<file path="src/rtl/hwag_pkg.sv">
`default_nettype none
// ============================================================================
// Module      : hwag_pkg
// Description : Shared definitions for the crank tooth capture block:
//               default geometry constants (timer width, tooth index width,
//               physical teeth on a 60-2 wheel) and the capture state enum.
// Revision    : 1.0 - initial release
// ============================================================================
package hwag_pkg;

    // Default period timer / captured period width in bits.
    localparam int c_width_default   = 24;
    // Default tooth index width in bits.
    localparam int c_tooth_w_default = 6;
    // Physical teeth per revolution on a 60-2 wheel.
    localparam int c_teeth_default   = 58;

    // Capture / synchronisation states.
    //   ST_IDLE   : no timing reference (after reset or a timer stall)
    //   ST_ARM    : one edge seen, timer is measuring the first period
    //   ST_FILL   : one period captured, period_prev not yet meaningful
    //   ST_SEARCH : looking for the missing-teeth gap
    //   ST_SYNC   : wheel position locked, tooth index is meaningful
    typedef enum logic [2:0] {
        ST_IDLE   = 3'd0,
        ST_ARM    = 3'd1,
        ST_FILL   = 3'd2,
        ST_SEARCH = 3'd3,
        ST_SYNC   = 3'd4
    } state_e;

endpackage : hwag_pkg
`default_nettype wire

</file>
<file path="src/rtl/hwag_gap_cmp.sv">
`default_nettype none
// ============================================================================
// Module      : hwag_gap_cmp
// Description : Combinational gap test. Asserts o_gt when the candidate
//               period is strictly greater than twice the previous period.
//               Both operands are widened to WIDTH+1 bits so that doubling
//               the previous period can never overflow.
// Ports       : i_period      [WIDTH-1:0] candidate (newest) period
//               i_period_prev [WIDTH-1:0] period captured before it
//               o_gt          1           candidate > 2 * previous
// Revision    : 1.0 - initial release
// ============================================================================
module hwag_gap_cmp
    import hwag_pkg::*;
#(
    parameter int WIDTH = c_width_default
) (
    input  logic [WIDTH-1:0] i_period,
    input  logic [WIDTH-1:0] i_period_prev,
    output logic             o_gt
);

    logic [WIDTH:0] w_candidate;
    logic [WIDTH:0] w_twice_prev;

    assign w_candidate  = {1'b0, i_period};
    // Doubling is a left shift into the extra top bit.
    assign w_twice_prev = {i_period_prev, 1'b0};
    assign o_gt         = (w_candidate > w_twice_prev);

endmodule : hwag_gap_cmp
`default_nettype wire

</file>
<file path="src/rtl/tooth_capture.sv">
`default_nettype none
// ============================================================================
// Module      : tooth_capture
// Description : Crank tooth period capture and missing-tooth synchroniser.
//               A saturating timer measures the clk cycles between filtered
//               tooth edges. Each accepted edge registers the measured
//               period (one cycle latency), shifts the old period into
//               period_prev and runs a gap test (period > 2*period_prev).
//               A state machine locks onto the wheel gap and then tracks the
//               tooth index, dropping lock on a missing or early gap. A timer
//               that saturates (no edge for 2**WIDTH-1 cycles) flags stall
//               and discards the timing reference.
// Ports       : clk         in   1        sole clock, rising edge
//               rst         in   1        asynchronous active-high reset
//               ena         in   1        enable; low freezes all state
//               edge_pulse  in   1        one-cycle filtered tooth edge pulse
//               cap_valid   out  1        pulse: new period registered
//               period      out  WIDTH    last captured period (clk cycles)
//               period_prev out  WIDTH    period captured before period
//               gap         out  1        pulse with cap_valid: period is a gap
//               tooth       out  TOOTH_W  tooth that closed the last period
//               sync        out  1        level: wheel position locked
//               stall       out  1        level: timer saturated
// Revision    : 1.0 - initial release
// ============================================================================
module tooth_capture
    import hwag_pkg::*;
#(
    parameter int WIDTH   = c_width_default,
    parameter int TOOTH_W = c_tooth_w_default,
    parameter int TEETH   = c_teeth_default
) (
    input  logic               clk,
    input  logic               rst,
    input  logic               ena,
    // The tooth edge input cannot be called plain "edge": that is a
    // reserved word in SystemVerilog.
    input  logic               edge_pulse,
    output logic               cap_valid,
    output logic [WIDTH-1:0]   period,
    output logic [WIDTH-1:0]   period_prev,
    output logic               gap,
    output logic [TOOTH_W-1:0] tooth,
    output logic               sync,
    output logic               stall
);

    localparam logic [WIDTH-1:0]   c_timer_max  = '1;
    localparam logic [TOOTH_W-1:0] c_last_tooth = TOOTH_W'(TEETH - 1);

    // ------------------------------------------------------------------
    // State registers and their next-state values
    // ------------------------------------------------------------------
    state_e             r_state;
    state_e             w_state_nxt;
    logic [WIDTH-1:0]   r_timer;
    logic [WIDTH-1:0]   w_timer_nxt;
    logic [WIDTH-1:0]   r_period;
    logic [WIDTH-1:0]   w_period_nxt;
    logic [WIDTH-1:0]   r_period_prev;
    logic [WIDTH-1:0]   w_period_prev_nxt;
    logic [TOOTH_W-1:0] r_tooth;
    logic [TOOTH_W-1:0] w_tooth_nxt;
    logic               r_cap_valid;
    logic               w_cap_valid_nxt;
    logic               r_gap;
    logic               w_gap_nxt;
    logic               r_stall;
    logic               w_stall_nxt;

    logic               w_timer_sat;
    logic               w_is_gap;

    assign w_timer_sat = (r_timer == c_timer_max);

    // The gap test looks at the period about to be captured (the live
    // timer) against the period it will displace into period_prev.
    hwag_gap_cmp #(
        .WIDTH (WIDTH)
    ) u_gap_cmp (
        .i_period      (r_timer),
        .i_period_prev (r_period),
        .o_gt          (w_is_gap)
    );

    // ------------------------------------------------------------------
    // Next-state and capture logic
    // ------------------------------------------------------------------
    always_comb begin
        w_state_nxt       = r_state;
        w_timer_nxt       = r_timer;
        w_period_nxt      = r_period;
        w_period_prev_nxt = r_period_prev;
        w_tooth_nxt       = r_tooth;
        w_stall_nxt       = r_stall;
        w_cap_valid_nxt   = 1'b0;
        w_gap_nxt         = 1'b0;

        if (ena) begin
            if (edge_pulse) begin
                w_timer_nxt = WIDTH'(1);
                w_stall_nxt = 1'b0;
                // With no prior edge, or a saturated timer, the timer holds
                // no meaningful period: this edge only starts a measurement.
                if ((r_state == ST_IDLE) || w_timer_sat) begin
                    w_state_nxt = ST_ARM;
                end else begin
                    w_cap_valid_nxt   = 1'b1;
                    w_period_nxt      = r_timer;
                    w_period_prev_nxt = r_period;
                    unique case (r_state)
                        ST_ARM: begin
                            w_state_nxt = ST_FILL;
                        end
                        ST_FILL: begin
                            // This capture makes period_prev valid; gap
                            // testing starts from the next capture.
                            w_state_nxt = ST_SEARCH;
                        end
                        ST_SEARCH: begin
                            w_gap_nxt = w_is_gap;
                            if (w_is_gap) begin
                                w_state_nxt = ST_SYNC;
                                w_tooth_nxt = '0;
                            end
                        end
                        ST_SYNC: begin
                            w_gap_nxt = w_is_gap;
                            if (w_is_gap) begin
                                // A gap is only expected after the last tooth;
                                // anywhere else lock is lost (tooth holds).
                                if (r_tooth == c_last_tooth) begin
                                    w_tooth_nxt = '0;
                                end else begin
                                    w_state_nxt = ST_SEARCH;
                                end
                            end else if (r_tooth == c_last_tooth) begin
                                // Gap was due but did not arrive.
                                w_state_nxt = ST_SEARCH;
                            end else begin
                                w_tooth_nxt = r_tooth + TOOTH_W'(1);
                            end
                        end
                        default: begin
                            w_state_nxt = ST_IDLE;
                        end
                    endcase
                end
            end else if (!w_timer_sat) begin
                w_timer_nxt = r_timer + WIDTH'(1);
                // Reaching all-ones means the engine stopped or the sensor
                // failed: drop the timing reference but keep the periods.
                if (w_timer_nxt == c_timer_max) begin
                    w_stall_nxt = 1'b1;
                    w_state_nxt = ST_IDLE;
                end
            end
        end
    end

    always_ff @(posedge clk or posedge rst) begin
        if (rst) begin
            r_state       <= ST_IDLE;
            r_timer       <= '0;
            r_period      <= '0;
            r_period_prev <= '0;
            r_tooth       <= '0;
            r_cap_valid   <= 1'b0;
            r_gap         <= 1'b0;
            r_stall       <= 1'b0;
        end else begin
            r_state       <= w_state_nxt;
            r_timer       <= w_timer_nxt;
            r_period      <= w_period_nxt;
            r_period_prev <= w_period_prev_nxt;
            r_tooth       <= w_tooth_nxt;
            r_cap_valid   <= w_cap_valid_nxt;
            r_gap         <= w_gap_nxt;
            r_stall       <= w_stall_nxt;
        end
    end

    // ------------------------------------------------------------------
    // Outputs
    // ------------------------------------------------------------------
    assign cap_valid   = r_cap_valid;
    assign period      = r_period;
    assign period_prev = r_period_prev;
    assign gap         = r_gap;
    assign tooth       = r_tooth;
    // Decoded straight from the state register so sync falls in the same
    // cycle the state leaves ST_SYNC.
    assign sync        = (r_state == ST_SYNC);
    assign stall       = r_stall;

endmodule : tooth_capture
`default_nettype wire

</file>
<file path="config.mk">
export PLATFORM = sky130hd
export DESIGN_NAME = tooth_capture
export DESIGN_NICKNAME = d
export VERILOG_FILES = /design/src/rtl/hwag_pkg.sv /design/src/rtl/hwag_gap_cmp.sv /design/src/rtl/tooth_capture.sv
export SDC_FILE = /design/constraint.sdc
export NUM_CORES = 1
export LEC_CHECK = 0
export CORE_MARGIN = 2
export CORE_UTILIZATION = 47
export CTS_CLUSTER_SIZE = 20
export DETAILED_ROUTE_END_ITERATION = 8
export PLACE_DENSITY_LB_ADDON = 0.1
export SYNTH_ARGS = -nofsm -noshare
export SYNTH_HDL_FRONTEND = slang
export SYNTH_SLANG_ARGS = --single-unit
</file>
<file path="constraint.sdc">
create_clock -name clk -period 8.1 [get_ports clk]
set_input_delay 1.215 -clock clk [delete_from_list [all_inputs] [get_ports clk]]
set_output_delay 1.215 -clock clk [all_outputs]
set_load 0.1 [all_outputs]
</file>
Yosys cells after proc, flatten, opt, wreduce, memory -nomap -nowiden --
Index checks and enable logic that the tools add are counted.
Cells by class: add/subtract/negate cells 2, magnitude comparators 1, equality and inequality tests 14, muxes and demuxes 26, bitwise gates (word level) 1, reductions and logical operators 10
Operators with widths (number):
- $eq 24x24->1 const B | 2
- $mux 24 | 2
- $gt 24x25->1 | 1
- $add 24x1->24 const B | 1
- $mux 3 | 8
- $mux 6 | 4
- $pmux 3 s4 | 1
- $pmux 6 s2 | 1
- $mux 1 | 10
- $reduce_and 7->1 | 1
- $add 6x1->6 const B | 1
- $eq 3x2->1 const B | 2
- $eq 6x6->1 const B | 1
- $reduce_and 3->1 | 2
- $reduce_and 6->1 | 1
- $ne 5x2->1 const B | 1
- $ne 5x5->1 const B | 1
- $ne 4x3->1 const B | 1
- $reduce_bool 2->1 | 2
- $eq 3x1->1 const B | 1
- $eq 3x3->1 const B | 1
- $logic_not 3->1 | 1
- $ne 3x2->1 const B | 1
- $ne 3x3->1 const B | 1
- other kinds (6) | 6
Word-level totals: bits in registers 84, input port bits 4, output and inout port bits 58, logic and storage cells 62

Depth between registers and ports, before layout --
Gate-level depths: netlist of the first run.
depth after elaboration 6, depth in mapped cells 11, depth with buffers taken out 10

Hierarchy --
From an unflattened synthesis of the first run, not the netlist that was laid out.
Second synthesis, totals: cells, all modules 460, area total of the unflattened synthesis 4628.2 um2
By module, submodules not included:
- tooth_capture | instances 1, cells each 378, area each 4031.4 um2, seq. area each 2102.0 um2
- hwag_gap_cmp | instances 1, cells each 82, area each 596.8 um2, seq. area each 0.0 um2

Worst setup path after synthesis of the first run --
OpenSTA, ideal clock, no wires.
path type register to register, start point reg r_state[2], end point reg r_tooth[1] (netlist: tooth[1]), setup time 0.129 ns, data arrival time 4.207 ns, required time 7.971 ns, path slack 3.764 ns, stages on the path, launching flop included 7, buffers on the path 1, clock period less this slack 4.336 ns, cells stage by stage dfrtp_1 -> clkbuf_1 -> nor3b_1 -> and4_1 -> nor2_1 -> o31a_2 -> mux2_1
On the way: elaborated cells on any way between the ends 11, classes of those cells eq/ne: 5; mux: 1; bitwise: 1; reduce/logical: 4
RTL lines:
- start, declared | line tooth_capture.sv:54 | state_e r_state;
- start signal, assigned | line tooth_capture.sv:172 | r_state <= w_state_nxt;
- $eq 3x3->1 (*)
- net sync | line tooth_capture.sv:44 | output logic sync,
- $ne 3x2->1 (no line) (tied with other cells)
- $reduce_and 7->1 (no line)
- end signal, assigned | line tooth_capture.sv:176 | r_tooth <= w_tooth_nxt;
- end, declared | line tooth_capture.sv:62 | logic [TOOTH_W-1:0] r_tooth;
Mark *: on every way through the listed nets, which the timed path passes. The rest lies on a longest branch. A chain may end at the register's enable or synchronous reset.

Final worst setup path of the first run --
start point reg r_state[2], end point out sync
On the way: word-level cells in the longest chain between the ends 1
Ends and longest elaborated chain:
- $eq 3x3->1 | line tooth_capture.sv:193 | assign sync = (r_state == ST_SYNC);
- end, declared | line tooth_capture.sv:44
Every way passes these cells.

==> summary.txt, run 1 <==
Floorplanning
  • Initial cell density of the core: 0.4788
  • Row Count: 36
  • Die Y: 103.1 um
  • Io pins: 62
  • Core area: 0.009639 mm^2
  • Die area: 0.01063 mm^2
  • Die W: 103.1 um

Worst setup path
  • Worst Path Required: 6880 ps
  • Setup crit start kind: register
  • CP max stage cell: clkdlybuf4s50_1
  • Top delay family on crit path: buffers and inverters
  • Crit path largest cell delay: 1270 ps
  • Buffers plus inverters on the worst setup path: 1
  • Worst-path fanout max: 8
  • Crit path DAT: 2790 ps
  • Worst-path cell chain: nor3b_1, clkdlybuf4s50_1
  • CP Class: reg2out
  • CP Capture Type: output pin

Flow run
  • Maxcap violations: 0

Clock network
  • TritonCTS buffer count: 9
  • CTS tree: done
  • Depth of the CTS H-tree: 3
  • Longest Clk Path Bufs: 2
  • Root buffer cell: clkbuf_8
  • Clk_lat worst skew: 370 ps
  • Post-CTS Setup Bufs: 0
  • Clk slew on worst S/H paths: 80 ps
  • CTS Hold Buffers Added: 0
  • Post-CTS sizing: 0
  • Clock sink count: 84

Pwr
  • Sw Share: 0.4011
  • LEAKAGE: 2.333 nW
  • Pwr Density: 229.7 mW/mm^2
  • Max VDD drop: 0.1673 mV
  • Seq pwr share: 0.391
  • Clock share of power: 0.280
  • Int Pwr: 749.5 uW
  • Sw power: 502.0 uW
  • Gate power share: 0.329

Logic synthesis
  • Async SR Flop Fraction: 1.000
  • Synth Flop Type: dfrtp_1
  • Synth Net Count: 546
  • Synthesis-stage register bit count: 84
  • Largest cells by area after synthesis: dfrtp_1 46%, o21ai_0 8.0%, ha_1 7.3%
  • Synth area leader: dfrtp_1
  • Post-synthesis cell count: 515
  • YS warnings: 0
  • Synth Cell Area: 0.004616 mm^2
  • Post-synthesis sequential area ratio: 0.4554
  • Post-synth cell types: 53
  • Avg Cell Area, Syn: 8.962 um^2
  • Post-synth EDFFs: 0
  • Post-synth top area share: 0.4554

Placement
  • RD Place Congestion: 0.9159
  • DP Cell Count: 680
  • Post-Place Cell Area: 0.005213 mm^2
  • HPWL Detailed: 7.261 mm
  • I/O Buffers: 61

Detailed routing
  • DR iter-0 viols: 208
  • Vias: 3893
  • 1st-pass router iterations: 4
  • Routed len/inst: 15.28 um
  • Post-DRT Antenna Nets: 0
  • Final wirelength: 10.63 mm
  • Vias per cell: 5.593
  • DRC viols: 0

Global route
  • Initial antenna violation count: 0
  • Largest net degree at the start of global routing: 85
  • Number of global-route vias before repair: 3700
  • Gr usage total: 0.2172
  • GR Overflow Total: 0
  • First-pass GRT wire length: 17.94 mm

STA
  • Worst-Margin Slew: 1091 ps
  • Fin Clk Skew: 9.841 ps
  • Max Fclk: 249.4 MHz
  • Final setup violation count: 0
  • Max-slew headroom: 0.2729
  • Minimum clock period after layout: 4009 ps
  • Final Hold Vio Count: 0
  • Final setup TNS: 0 ps
  • RSZ-0062 raised after global routing: no
  • Final Max Tran Viols: 0
  • Period utilization: 0.4950

Layout
  • Layout Utilization: 0.5652
  • Fraction of layout cells with a size suffix above 1: 0.05684
  • Cell Count, Final, Fillers Out: 696
  • Nets: 589
  • Layout area overhead: 18.03%
  • Final instance area: 0.005448 mm^2
  • Layout filler cell count: 934
  • ANT cells: 0

Worst hold path
  • HP Class: reg2reg

Run status
  • Run status: completed
## flip-flops by register name (all words and copies together) (netlist names)
| signal | count |
|---|---|
| r_state | 3 |
| period | 24 |
| period_prev | 24 |
| r_timer | 24 |
| stall | 1 |
| cap_valid | 1 |
| tooth | 6 |
| gap | 1 |
## metrics by stage
stage                     hold WS [ps]  worst slack (ps)  power [mW]
after detailed placement         469.2              4035      0.9118
after CTS                        488.3              4097       1.265
after global routing             505.1              4003       1.317
after floorplan                  491.0              3764      0.8198
final                            483.0              4091       1.251
after global placement           460.0              4125      0.9068
## kinds of logic (layout without fill, tap and decap cells)
| logic type | count (synthesis) | count (layout) | share of synthesized area |
|---|---|---|---|
| AND/OR/NAND/NOR | 188 | 188 | 0.1935 |
| AO/OA/AOI/OAI | 143 | 143 | 0.1854 |
| adder cells (fa/ha/maj) | 27 | 27 | 0.07319 |
| flip-flops | 84 | 84 | 0.4554 |
| XOR/XNOR | 7 | 7 | 0.01328 |
| buffers and inverters | 61 | 109 | 0.06777 |
| multiplexers | 5 | 5 | 0.01139 |
## cell type report
cell class	instances	area, um^2	area share
Sequential cell	84	2102	0.3859
Clock inverter	4	70.07	0.01286
Tap cell	133	166.4	0.03055
Clock buffer	12	165.2	0.03032
Multi-Input combinational cell	370	2201	0.4040
Timing Repair Buffer	64	633.1	0.1162
Inverter	29	110.1	0.02021
## final timing paths
check | from | to | slack [ps] | depth (start not counted)
max reg2reg | r_timer[13] | tooth[1] | 4460 | 9
max | r_state[2] | sync | 4090 | 2
min | period_prev[21] | period_prev[21] | 480 | 2
max in group asynchronous | rst | period_prev[5] | 5880 | 3
min in group asynchronous | rst | period_prev[20] | 1470 | 3
min reg2reg | period_prev[21] | period_prev[21] | 480 | 2
## synthesized netlist by cell type, types with 2 or more instances
cell and instances:
nor4_1 3, nand4_1 10, clkbuf_1 10, and4_1 5, a211o_1 4, or3_1 3, nand2_1 86, nand4b_1 2
a21o_1 6, a31oi_1 8, xor2_1 3, buf_6 3, nor3b_1 3, o21ai_2 3, clkbuf_8 4, ha_1 27
nor3_1 9, o31a_2 2, and3_1 4, o21ai_1 3, nor2_1 29, nand3_1 22, nand4_2 2, xnor2_1 4
o211ai_1 2, mux2i_1 3, buf_2 13, or4_1 2, nor2b_1 2, o41ai_1 3, inv_1 28, o21ai_0 74
a21oi_1 16, dfrtp_1 84, o31ai_1 15
## routing by layer
| layer | global-route usage | wire, um | vias up |
|---|---|---|---|
| li1 | - | - | 1909 |
| met1 | 0.2898 | 5057 | 1884 |
| met2 | 0.3531 | 5052 | 82 |
| met3 | 0.04407 | 351 | 18 |
| met4 | 0.07591 | 173 | 0 |
| met5 | 0 | 0 | - |
## placed cells by master, fill, tap and decap left out, types with 4 or more instances in the layout
cell type / Yosys / layout
nand2_1: 86 / 86
dfrtp_1: 84 / 84
o21ai_0: 74 / 74
clkdlybuf4s50_1: 0 / 61
nor2_1: 29 / 29
inv_1: 28 / 27
ha_1: 27 / 27
nand3_1: 22 / 22
a21oi_1: 16 / 16
o31ai_1: 15 / 15
clkbuf_8: 4 / 12
nand4_1: 10 / 10
nor3_1: 9 / 9
a31oi_1: 8 / 8
a21o_1: 6 / 6
and4_1: 5 / 5
and3_1: 4 / 4
xnor2_1: 4 / 4
a211o_1: 4 / 4
## power by group through the flow
stage | sequential (mW) | combinational, mW | clock [mW]
6_report | 0.489 | 0.412 | 0.351
5_1_grt | 0.495 | 0.443 | 0.379
4_1_cts | 0.489 | 0.416 | 0.361
3_5_place_dp | 0.497 | 0.415 | 0
3_3_place_gp | 0.496 | 0.410 | 0
2_1_floorplan | 0.678 | 0.142 | 0
## worst register-to-register path, delay by kind of cell, from the launching register on
family / cells / cell delay, ps
buffers and inverters: 2 / 880
muxes: 1 / 330
AOI/OAI and AO/OA: 1 / 260
and+or+nand+nor: 5 / 1530
DFF: 1 / 530
Power figures use the tool's default switching activity.
==> run 2: changes to the inputs <==
==> constraint.sdc (replaced) <==
create_clock -name clk -period 3.65 [get_ports clk]
set_input_delay 0.5475 -clock clk [delete_from_list [all_inputs] [get_ports clk]]
set_output_delay 0.5475 -clock clk [all_outputs]
set_load 0.1 [all_outputs]
==> run 2 against run 1 <==
Compared with the run above:
- hold slack got worse by 2.2 ps
- via count is 1.2% lower
- largest power group unchanged
- core utilization is 0.078 points higher
- non-clock buffer count up 5
- clock-buffer cell count unchanged
- critical path depth grew 7
- clock power increased by 98%
- die area did not move
- first-iteration DRC count down 13%
==> summary.txt, run 2 (synthesized netlist as in run 1, its figures left out) <==
Clock network
  • Post-CTS sizing: 0 (unchanged)
  • Root buffer cell: clkbuf_8
  • TritonCTS buffer count: 9 (unchanged)
  • Clock sink count: 84 (unchanged)
  • Post-CTS Setup Bufs: 0 (unchanged)
  • Clk slew on worst S/H paths: 80 ps (about the same)
  • CTS Hold Buffers Added: 0 (unchanged)
  • Longest Clk Path Bufs: 2 (unchanged)
  • Depth of the CTS H-tree: 3 (unchanged)
  • CTS tree: done
  • Clk_lat worst skew: 380 ps (about the same)

Detailed routing
  • Post-DRT Antenna Nets: 0 (unchanged)
  • Routed len/inst: 15.76 um (+3.1%)
  • Final wirelength: 11.05 mm (+3.9%)
  • 1st-pass router iterations: 5 (+1)
  • Vias per cell: 5.486 (-1.9%)
  • DR iter-0 viols: 181 (-13%)
  • Vias: 3846 (-1.2%)
  • DRC viols: 0 (unchanged)

Global route
  • Number of global-route vias before repair: 3693 (-0.19%)
  • GR Overflow Total: 0 (unchanged)
  • Initial antenna violation count: 0 (unchanged)
  • Gr usage total: 0.2270 (+0.009712)
  • Largest net degree at the start of global routing: 45 (-47%)
  • First-pass GRT wire length: 18.50 mm (+3.1%)

Layout
  • Nets: 594 (+0.85%)
  • Final instance area: 0.005455 mm^2 (+0.14%)
  • Layout area overhead: 18.19%
  • ANT cells: 0 (unchanged)
  • Cell Count, Final, Fillers Out: 701 (+0.72%)
  • Most frequent cells in the layout: 86 x nand2_1, 84 x dfrtp_1, 74 x o21ai_0
  • Most common cell after layout, fill and taps aside: nand2_1
  • FF+latch area: 0.002102 mm^2 (unchanged)
  • Multi-input gate area: 0.002206 mm^2 (+0.23%)
  • Layout filler cell count: 903 (-3.3%)
  • Fraction of layout cells with a size suffix above 1: 0.06690 (+0.01006)

Worst setup path
  • Crit path largest cell delay: 530 ps (-740 ps)
  • Crit path DAT: 3270 ps (+480 ps)
  • Setup crit start kind: register
  • Buffers plus inverters on the worst setup path: 0 (-1)
  • CP Class: reg2reg
  • Worst Path Required: 3910 ps (-2970 ps)
  • Worst-path fanout max: 10 (+2)
  • CP Capture Type: register
  • Worst setup path start: r_timer[2]
  • R2r startpoint: r_timer[2]
  • CP max stage cell: dfrtp_1
  • Worst-path cell chain: ha_1, nor2b_1, o211ai_1, a21oi_1, o31a_1, o21ai_1, nand4_2, o31a_2, mux2_1
  • Top delay family on crit path: compound AO/OA/AOI/OAI gates

Worst hold path
  • Hold path start: period_prev[10]
  • HP Class: reg2reg

STA
  • Period utilization: 0.8246
  • Final Max Tran Viols: 0 (unchanged)
  • Minimum clock period after layout: 3010 ps
  • Max-slew headroom: 0.3407 (+0.06776)
  • RSZ-0062 raised after global routing: no
  • Max Fclk: 332.2 MHz
  • Final setup violation count: 0 (unchanged)
  • Fin Clk Skew: 6.148 ps (-3.693 ps)
  • Worst-Margin Slew: 985.9 ps (-104.7 ps)
  • Final Hold Vio Count: 0 (unchanged)
  • Final setup TNS: 0 ps (unchanged)

Pwr
  • Pwr Density: 496.6 mW/mm^2 (+120%)
  • Max VDD drop: 0.3379 mV (+100%)
  • LEAKAGE: 2.342 nW (+0.38%)
  • Total power: 2.709 mW (+120%)

Floorplanning
  • Die Y: 103.1 um (unchanged)
  • Io pins: 62 (unchanged)
  • Row Count: 36 (unchanged)
  • Die area: 0.01063 mm^2 (unchanged)
  • Initial cell density of the core: 0.4788 (unchanged)
  • Core area: 0.009639 mm^2 (unchanged)
  • Die W: 103.1 um (unchanged)

Flow run
  • Maxcap violations: 0 (unchanged)

Placement
  • DP Cell Count: 685 (+0.74%)
  • HPWL Detailed: 7.890 mm (+8.7%)
  • I/O Buffers: 61 (unchanged)
  • RD Place Congestion: 0.8998 (-1.8%)
  • Post-Place Cell Area: 0.005253 mm^2 (+0.77%)

Run status
  • Run status: completed
-- run 2: cell count changes in the layout (fill, tap and decap cells not counted), sizes merged --
cell and change:
bufinv -1, buf +6, clkinvlp +1, clkdlybuf4s50 -1
-- run 2: final timing paths --
| kind | to | slack, ps | cells past startpoint |
|---|---|---|---|
| worst min-delay path | period_prev[10] | 480 | 2 |
| worst max register to register | tooth[1] | 640 | 9 |
| worst min register to register | period_prev[10] | 480 | 2 |
| max in group asynchronous | period[12] | 2320 | 3 |
| min in group asynchronous | period[21] | 540 | 2 |
| worst max-delay path | tooth[1] | 640 | 9 |
-- run 2: power breakdown --
part	switching (mW)	internal (mW)	leakage [nW]	total [mW]
clock network	0.343	0.351	0.102	0.694
logic	0.700	0.226	1.09	0.926
registers	0.0828	1.01	1.15	1.09
-- run 2: layout make-up --
type	instances	area share
Clock inverter	4	0.008716
Multi-Input combinational cell	370	0.4044
Tap cell	133	0.03050
Clock buffer	12	0.02844
Inverter	29	0.02018
Sequential cell	84	0.3853
Timing Repair Buffer	69	0.1225
-- run 2: metrics by stage --
stage	worst slack (ps)	util	hold WS [ps]
finish	640.2	0.5659	480.8
floorplan	401.5	-	491.0
detailed placement	509.6	0.5449	468.7
global placement	596.7	0.5449	461.9
CTS	626.6	0.5659	488.9
global route	404.6	0.5659	512.3
-- run 2: routing by layer --
metal / routed length, um / global-route usage / up-vias
li1: - / - / 1911
met1: 5128 / 0.3106 / 1824
met2: 5225 / 0.3541 / 97
met3: 484 / 0.03932 / 14
met4: 209 / 0.1012 / 0
met5: 0 / 0 / -
-- run 2: worst reg2reg max path, cell delays in order, from the launching register on --
cell and delay, ps:
dfrtp_1 530, ha_1 310, nor2b_1 130, o211ai_1 170, a21oi_1 100, o31a_1 240
o21ai_1 500, nand4_2 340, o31a_2 250, mux2_1 320
==> run 3: changes to the inputs <==
==> constraint.sdc (replaced) <==
create_clock -name clk -period 2.9 [get_ports clk]
set_input_delay 0.435 -clock clk [delete_from_list [all_inputs] [get_ports clk]]
set_output_delay 0.435 -clock clk [all_outputs]
set_load 0.1 [all_outputs]
==> run 3 against run 2 <==
Compared with the run above:
- global-route usage down 1.4 points
- worst setup slack worse by 520 ps
- clock skew up 6.4 ps
- largest cell class unchanged
- sequential share of layout area up 0.17 points
- combinational power up 30%
- register-to-register slack worse by 520 ps
- wire length down 2.8%
- clock power up 11%
- total power up 24%
- clock-buffer cell count down 2
- sequential cell count unchanged
==> summary.txt, run 3 (synthesized netlist as in run 1, its figures left out) <==
STA
  • Final Hold Vio Count: 0 (unchanged)
  • Max-slew headroom: 0.5866 (+0.2459)
  • Max Fclk: 360.4 MHz (+8.5%)
  • RSZ-0062 raised after global routing: no
  • Period utilization: 0.9569 (+0.1323)
  • Minimum clock period after layout: 2775 ps (-234.9 ps)
  • Final Max Tran Viols: 0 (unchanged)
  • Fin Clk Skew: 12.60 ps (+6.449 ps)
  • Worst-Margin Slew: 619.4 ps (-366.5 ps)
  • Final setup violation count: 0 (unchanged)

Floorplanning
  • Die W: 103.1 um (unchanged)
  • Initial cell density of the core: 0.4788 (unchanged)
  • Io pins: 62 (unchanged)
  • Row Count: 36 (unchanged)
  • Core area: 0.009639 mm^2 (unchanged)
  • Die area: 0.01063 mm^2 (unchanged)
  • Die Y: 103.1 um (unchanged)

Global route
  • First-pass GRT wire length: 17.76 mm (-4.0%)
  • Initial antenna violation count: 0 (unchanged)
  • Largest net degree at the start of global routing: 52 (+16%)
  • Gr usage total: 0.2126 (-0.01434)
  • Number of global-route vias before repair: 3542 (-4.1%)
  • GR Overflow Total: 0 (unchanged)

Detailed routing
  • Final wirelength: 10.74 mm (-2.8%)
  • 1st-pass router iterations: 5 (unchanged)
  • Routed len/inst: 14.90 um (-5.4%)
  • DRC viols: 0 (unchanged)
  • Vias: 3948 (+2.7%)
  • Vias per cell: 5.476 (-0.20%)
  • DR iter-0 viols: 225 (+24%)
  • Post-DRT Antenna Nets: 0 (unchanged)

Clock network
  • Clock sink count: 84 (unchanged)
  • CTS tree: done
  • Longest Clk Path Bufs: 2 (unchanged)
  • Clk slew on worst S/H paths: 90 ps (about the same)
  • CTS Hold Buffers Added: 0 (unchanged)
  • Root buffer cell: clkbuf_8
  • TritonCTS buffer count: 9 (unchanged)
  • Depth of the CTS H-tree: 3 (unchanged)
  • Clk_lat worst skew: 360 ps (-20 ps)

Placement
  • HPWL Detailed: 7.739 mm (-1.9%)
  • I/O Buffers: 61 (unchanged)
  • RD Place Congestion: 0.8860 (-1.5%)
  • DP Cell Count: 702 (+2.5%)

Worst setup path
  • Crit path DAT: 3020 ps (-250 ps)
  • Worst-path fanout max: 6 (-4)
  • Setup crit start kind: register
  • CP Class: reg2reg
  • Worst Path Required: 3150 ps (-760 ps)
  • CP Capture Type: register

Layout
  • Layout area overhead: 19.41%
  • Most frequent cells in the layout: 86 x nand2_1, 84 x buf_4, 74 x o21ai_0
  • Nets: 614 (+3.4%)
  • Cell Count, Final, Fillers Out: 721 (+2.9%)
  • Layout filler cell count: 932 (+3.2%)
  • Most common cell after layout, fill and taps aside: nand2_1
  • Fraction of layout cells with a size suffix above 1: 0.2483 (+0.1814)
  • ANT cells: 0 (unchanged)

Pwr
  • Sw power: 1.457 mW (+29%)
  • LEAKAGE: 2.508 nW (+7.1%)
  • Gate power share: 0.357 (+0.015)
  • Total power: 3.347 mW (+24%)
  • Int Pwr: 1.891 mW (+19%)
  • Pwr Density: 607.4 mW/mm^2 (+22%)
  • Clock share of power: 0.231 (-0.025)
  • Seq pwr share: 0.412 (+0.010)
  • Max VDD drop: 0.4943 mV (+46%)
  • Sw Share: 0.4351 (+0.01949)

Worst hold path
  • HP Class: in2async

Flow run
  • Maxcap violations: 0 (unchanged)

Run status
  • Run status: completed
==> run 3: cell types whose count changed in the layout (fill, tap and decap cells not counted), moves of 25 or more <==
| cell | previous run | this run |
|---|---|---|
| buf_4 | 9 | 84 |
| clkdlybuf4s50_1 | 60 | 3 |
| dfrtp_1 | 84 | 59 |
| dfrtp_2 | 0 | 25 |
==> run 3: layer usage <==
layer	global-route usage	wire (um)	up-vias
li1	-	-	1958
met1	0.2962	4959	1879
met2	0.3511	5269	92
met3	0.02644	380	19
met4	0.05870	133	0
met5	0	0	-
==> run 3: layout make-up <==
cell class / count / area [um^2] / area share
tap: 133 / 166.4 / 0.03019
timing repair buffer: 89 / 685.7 / 0.1244
clock buffer: 10 / 127.6 / 0.02316
multi-input combinational: 370 / 2241 / 0.4066
sequential: 84 / 2133 / 0.3871
clock inverter: 6 / 47.55 / 0.008627
inverter: 29 / 110.1 / 0.01998
==> run 3: timing repair <==
action | CTS | global route
endpoints found under the setup margin | 0 | 14
buffers inserted | 0 | 3
resized for setup | 0 | 7
==> run 3: per-stage QoR <==
stage / area [um^2] / util / hold WS [ps] / TNS (ps) / setup WS, ps
5_1_grt: 5512 / 0.5718 / 485.9 / 0 / 10.58
4_1_cts: 5464 / 0.5668 / 466.0 / 0 / 120.7
2_1_floorplan: 4659 / - / 491.0 / 0 / 80.77
3_5_place_dp: 5289 / 0.5487 / 470.2 / -146.6 / -75.37
3_3_place_gp: 5289 / 0.5487 / 461.8 / 0 / 22.18
6_report: 5512 / 0.5718 / 446.7 / 0 / 125.1
==> run 3: power groups by stage <==
| stage | clock [mW] | combinational, mW | sequential [mW] |
|---|---|---|---|
| 2_1_floorplan | 0 | 0.405 | 1.90 |
| 3_3_place_gp | 0 | 1.17 | 1.40 |
| 3_5_place_dp | 0 | 1.19 | 1.40 |
| 4_1_cts | 0.793 | 1.19 | 1.38 |
| 5_1_grt | 0.854 | 1.28 | 1.40 |
| 6_report | 0.773 | 1.20 | 1.38 |
==> run 3: critical path: stages (launching register included) <==
cell,delay [ps]
dfrtp_2,450
inv_1,80
ha_1,160
nand4_1,90
or4_1,490
nor4_2,290
o21ai_1,110
or4_1,470
o21ai_2,250
o21ai_2,100
a21o_1,180
==> run 3: worst paths after layout <==
| check | startpoint | endpoint | slack [ps] | cells after the start |
|---|---|---|---|---|
| worst max-delay path | r_timer[0] | r_state[2] | 130 | 10 |
| min in group clk | period_prev[17] | period_prev[17] | 490 | 2 |
| max in group asynchronous | rst | period[8] | 1760 | 3 |
| worst min register to register | period_prev[17] | period_prev[17] | 490 | 2 |
| worst max register to register | r_timer[0] | r_state[2] | 130 | 10 |
| worst min-delay path | rst | cap_valid | 450 | 2 |
